===== src/rtl/div_pkg.sv =====
// Shared types and constants for the shift-divider controller and its datapath step.
package div_pkg;

  // Controller states; values are fixed so they can be matched in waveforms and checkers.
  typedef enum logic [1:0] {
    ST_IDLE = 2'd0,
    ST_RUN  = 2'd1,
    ST_DONE = 2'd2
  } state_t;

  // Default operand width of the divider.
  localparam int DIV_WIDTH = 16;

endpackage


===== src/rtl/div_step.sv =====
// One restoring-division iteration: shift {P,Q} left by one, then conditionally subtract the divisor.
// Between iterations P is always below the divisor, so it is carried as WIDTH bits.
// Only the shifted value needs the extra bit, and that bit takes part in the compare.
module div_step #(
  parameter int WIDTH = 16
) (
  input  logic [WIDTH-1:0] p_i,
  input  logic [WIDTH-1:0] q_i,
  input  logic [WIDTH-1:0] divisor_i,
  output logic [WIDTH-1:0] p_o,
  output logic [WIDTH-1:0] q_o
);

  logic [WIDTH:0] p_sh;
  logic           ge;

  // Shift, compare against the zero-extended divisor, restore-or-subtract, and insert the quotient bit.
  always_comb begin
    p_sh = {p_i, q_i[WIDTH-1]};
    ge   = (p_sh >= {1'b0, divisor_i});
    // The difference is below the divisor, so the low WIDTH bits hold the exact result.
    p_o  = ge ? (p_sh[WIDTH-1:0] - divisor_i) : p_sh[WIDTH-1:0];
    q_o  = {q_i[WIDTH-2:0], ge};
  end

endmodule


===== src/rtl/shift_div_ctrl.sv =====
// Iterative restoring divider controller.
// It accepts operands on start, runs WIDTH shift/subtract steps,
// and then presents the registered quotient and remainder together with a one-cycle done pulse.
//
// Handshake:
// - start is sampled only in IDLE.
// - busy is high exactly while the iterations run.
// - done is high for the single DONE cycle, and the results are valid from that cycle on.
// - Results hold until the next done.
// - abort cancels a run without touching the results.
module shift_div_ctrl
  import div_pkg::*;
#(
  parameter  int WIDTH = DIV_WIDTH,
  localparam int CNT_W = $clog2(WIDTH + 1)
) (
  input  logic             clk,
  input  logic             rst_n,
  input  logic             start,
  input  logic             abort,
  input  logic [WIDTH-1:0] dividend,
  input  logic [WIDTH-1:0] divisor,
  output logic             busy,
  output logic             done,
  output logic [WIDTH-1:0] quotient,
  output logic [WIDTH-1:0] remainder,
  output logic             div_by_zero,
  output state_t           dbg_state
);

  localparam logic [CNT_W-1:0] LAST_CNT = CNT_W'(WIDTH - 1);

  state_t           state_q, state_d;
  logic [CNT_W-1:0] cnt_q, cnt_d;
  logic [WIDTH-1:0] p_q, p_d;
  logic [WIDTH-1:0] q_q, q_d;
  logic [WIDTH-1:0] dvs_q, dvs_d;
  logic [WIDTH-1:0] quo_q, quo_d;
  logic [WIDTH-1:0] rem_q, rem_d;
  logic             dbz_q, dbz_d;
  logic [WIDTH-1:0] p_step, q_step;

  div_step #(.WIDTH(WIDTH)) u_step (
    .p_i       (p_q),
    .q_i       (q_q),
    .divisor_i (dvs_q),
    .p_o       (p_step),
    .q_o       (q_step)
  );

  // Next-state logic: FSM transitions, operand capture, iteration update, and result load on entry to DONE.
  always_comb begin
    state_d = state_q;
    cnt_d   = cnt_q;
    p_d     = p_q;
    q_d     = q_q;
    dvs_d   = dvs_q;
    quo_d   = quo_q;
    rem_d   = rem_q;
    dbz_d   = dbz_q;
    case (state_q)
      ST_IDLE: begin
        if (start) begin
          if (divisor != '0) begin
            dvs_d   = divisor;
            p_d     = '0;
            q_d     = dividend;
            cnt_d   = '0;
            state_d = ST_RUN;
          end else begin
            // Divide-by-zero: report immediately with all-ones quotient and the dividend as remainder.
            dbz_d   = 1'b1;
            quo_d   = '1;
            rem_d   = dividend;
            state_d = ST_DONE;
          end
        end
      end
      ST_RUN: begin
        if (abort) begin
          state_d = ST_IDLE;
        end else begin
          p_d   = p_step;
          q_d   = q_step;
          cnt_d = cnt_q + 1'b1;
          if (cnt_q == LAST_CNT) begin
            quo_d   = q_step;
            rem_d   = p_step;
            dbz_d   = 1'b0;
            state_d = ST_DONE;
          end
        end
      end
      ST_DONE: begin
        state_d = ST_IDLE;
      end
      default: begin
        state_d = ST_IDLE;
      end
    endcase
  end

  // State, datapath and result registers.
  always_ff @(posedge clk or negedge rst_n) begin
    if (!rst_n) begin
      state_q <= ST_IDLE;
      cnt_q   <= '0;
      p_q     <= '0;
      q_q     <= '0;
      dvs_q   <= '0;
      quo_q   <= '0;
      rem_q   <= '0;
      dbz_q   <= 1'b0;
    end else begin
      state_q <= state_d;
      cnt_q   <= cnt_d;
      p_q     <= p_d;
      q_q     <= q_d;
      dvs_q   <= dvs_d;
      quo_q   <= quo_d;
      rem_q   <= rem_d;
      dbz_q   <= dbz_d;
    end
  end

  assign busy        = (state_q == ST_RUN);
  assign done        = (state_q == ST_DONE);
  assign quotient    = quo_q;
  assign remainder   = rem_q;
  assign div_by_zero = dbz_q;
  assign dbg_state   = state_q;

endmodule


===== config.mk =====
export PLATFORM = sky130hd
export DESIGN_NAME = shift_div_ctrl
export DESIGN_NICKNAME = d
export VERILOG_FILES = /design/src/rtl/div_pkg.sv /design/src/rtl/div_step.sv /design/src/rtl/shift_div_ctrl.sv
export SDC_FILE = /design/constraint.sdc
export NUM_CORES = 1
export LEC_CHECK = 0
export BUFFER_PORTS_ARGS = -buffer_cell sky130_fd_sc_hd__buf_4
export CAP_MARGIN = 20
export CORE_MARGIN = 2
export CORE_UTILIZATION = 50
export CTS_BUF_LIST = sky130_fd_sc_hd__clkbuf_8
export CTS_CLUSTER_SIZE = 10
export DETAILED_ROUTE_END_ITERATION = 8
export GPL_TIMING_DRIVEN = 0
export PLACE_DENSITY = 0.75
export SLEW_MARGIN = 15
export SYNTH_ARGS = -nofsm -noshare
export SYNTH_HDL_FRONTEND = slang
export SYNTH_SLANG_ARGS = --single-unit

===== constraint.sdc =====
create_clock -name clk -period 7.72 [get_ports clk]
set_input_delay 1.158 -clock clk [delete_from_list [all_inputs] [get_ports clk]]
set_output_delay 1.158 -clock clk [all_outputs]
set_load 0.02 [all_outputs]

==> reports/metrics.cfg <==
[finish]
diodes = 0
multi_input_area_um2 = 2820
final_cell_mix = dfrtp_1 (88), buf_4 (75), nor2_1 (52), nand2_1 (48), o21ai_0 (43)
layout.cells.most_common = dfrtp_1
area_growth_pct = 17.1
drive_gt1_frac = 0.187
fill_cells = 931
seqCellArea_um2 = 2200
nets = 718

[detailed_routing]
vias = 4867
wl_met1_mm = 6.30
drt_wl_total_mm = 15.3
wl_met3_mm = 1.17
initialDrtViolationCount = 487
via_per_inst = 6.05
dr.pass1.iters = 5
top_layer_used = met4
antenna_left = 0
drc = 0
met2WireLength_mm = 7.47
wl_per_cell_um = 19.0

[clock_tree]
cts_setup_buffers = 0
h-tree-depth = 3
post_cts_resized = 0
clkLatencyLatePin_ns = 0.37
path_clk_slew_ns = 0.09
cts_tree = done
cts_buffers = 9
ctsRootBufferMaster = clkbuf_8
clkSinkCount = 88
holdBufCountCts = 0
clockBufferDepth = 2

[synthesis]
syn_area_um2 = 5340
yosysWarningCount = 0
ys.flop_type = dfrtp_1
synth_nets = 635
synthCells = 580
synth-seq-cells = 88
synth_cell_types = 66
synth-edff-count = 0
seq_area_frac_synth = 0.412
syn_area_per_cell_um2 = 9.21
async_reset_ff_frac = 1.00

[timing]
worst_pin_slew_ns = 0.858
worst_slack_ns = 3.66
period_share = 0.525
drv_slew = 0
hold_viol_final = 0
max_slew_margin = 0.428
rsz0062_at_grt = no
fin_crit_ns = 4.06
finalSetupViolCount = 0
fin_setup_tns_ns = 0
fmax_ghz = 0.247
fin_skew_ns = 0.00510

[die]
fp.dieW_um = 107
core_area_um2 = 10400
num_rows = 37
start_util = 0.515
die_y_um = 107
die_area_um2 = 11500
ios = 73

[hold_path]
worst_hold_path.num_cells = 2
worstHoldEndpoint = cnt_q[4]
hold_class = register to register
min_from = cnt_q[4]

[critical_path]
crit_path_start_kind = register
r2r_cells = 10
arrival_ns = 2.90
cp_slowest_cell = buf_1
end_kind = primary output
r2r_setup_slack_ns = 4.62
critPathRequiredTime_ns = 6.56
r2r_end = remainder[14]
criticalPathCategory = register to primary output
worstReg2RegStart = q_q[15]
max_stage_delay_ns = 0.56
crit_top_cell = clkbuf_1
worstPathCellList = clkbuf_1 > nand2b_1 > buf_2 > clkinv_1 > buf_1 > clkbuf_1 > buf_4
crit_fanout = 10

[power_and_ir_drop]
p_leak_uw = 0.00292
power_frac_comb = 0.472
pwr-share-clk = 0.180
vdd_drop_max_uv = 136
p_seq_frac = 0.348
p_sw_frac = 0.436
p_int_uw = 1040
power_switching_uw = 805
p_per_area_nw_per_um2 = 295

[grt]
first_global_vias = 4591
grt_overflow_total = 0
grt_start_max_net_pins = 89
antenna_found_initial = 0
track_usage = 0.273
grt_pass1_wl_mm = 24.1

[placed_design]
place_congestion = 0.898
place_ws_ns = 3.83
port_buffers = 72
place_hpwl_mm = 11.6

[status]
status = finished, final reports clean

[run]
maxCapViolations = 0

==> routing by layer <==
metal,GRT usage,up-vias
met2,0.463,242
met3,0.0375,31
li1,-,2296
met4,0.0980,0
met1,0.358,2298
met5,0,-
==> worst max-delay path, delay by kind of cell (launching register included) <==
family | cells | cell delay (ns)
AND/OR/NAND/NOR | 1 | 0.13
flip-flops | 1 | 0.35
buffers and inverters | 6 | 2.03
==> power by group through the flow <==
stage	Combinational, uW	Clock (uW)	Sequential [uW]
5_1_grt	961	356	653
6_report	871	332	643
2_1_floorplan	645	0	617
3_3_place_gp	833	0	643
3_5_place_dp	859	0	648
4_1_cts	862	334	639
==> cells by family after synthesis <==
family	Yosys count	share of synthesized area
muxes	38	0.0750
DFF	88	0.412
AOI/OAI and AO/OA	180	0.238
xor gates and xnor gates	8	0.0131
and+or+nand+nor	173	0.157
adders and majority gates	19	0.0459
buffers and inverters	74	0.0590
==> how the worst max path moves through the flow <==
stage	slack, ns	from	to	cells past startpoint
2_1_floorplan	4.72	dbg_state[0]	busy	6
3_3_place_gp	3.86	divisor[14]	p_q[10]	8
3_5_place_dp	3.83	divisor[14]	p_q[10]	8
4_1_cts	3.72	dbg_state[0]	busy	7
5_1_grt	3.52	dbg_state[0]	busy	7
6_report	3.66	dbg_state[0]	busy	7
==> flip-flops by register name, summed over array words and instances, names as in the netlist <==
register     count
dbg_state        2
q_q             16
remainder       16
div_by_zero      1
cnt_q            5
dvs_q           16
p_q             16
quotient        16
==> cell type report <==
cell class / instances / area share
Sequential cell: 88 / 0.352
Inverter: 36 / 0.0216
Clock buffer: 10 / 0.0220
Buffer: 38 / 0.0288
Timing Repair Buffer: 72 / 0.0870
Clock inverter: 6 / 0.00980
Tap cell: 136 / 0.0272
Multi-Input combinational cell: 418 / 0.451
==> cell usage after synthesis, types with 4 or more instances <==
master	instances	area [um2]
nand3_1	14	70.1
nand4_1	12	75.1
a21oi_1	20	100
ha_1	18	225
o21ai_0	43	215
dfrtp_1	88	2200
nor2_1	52	195
buf_2	5	25.0
nor4_1	4	25.0
buf_4	4	30.0
a2bb2oi_1	13	114
nand2b_1	8	50.1
and3_1	4	25.0
o31ai_1	12	90.1
buf_1	6	22.5
clkbuf_1	20	75.1
inv_1	35	131
a22oi_1	15	113
mux2_2	16	180
nand2_1	48	180
nor2b_1	8	50.1
a211oi_1	6	45.0
a31oi_1	19	119
mux2i_1	22	220
o211ai_1	12	90.1
a21o_1	10	75.1
xnor2_1	6	52.6
nor3_1	8	40.0
==> through the flow <==
| stage | total power (uW) | util | cell area (um2) | hold slack (ns) | instances |
|---|---|---|---|---|---|
| after floorplan | 1260 | - | 5340 | 0.449 | 580 |
| after global placement | 1480 | 0.583 | 6050 | 0.460 | 788 |
| after detailed placement | 1510 | 0.583 | 6050 | 0.475 | 788 |
| after CTS | 1830 | 0.603 | 6250 | 0.494 | 804 |
| after global routing | 1970 | 0.603 | 6250 | 0.523 | 804 |
| final | 1850 | 0.603 | 6250 | 0.489 | 804 |
No activity file was read; power rests on OpenSTA's default activity.
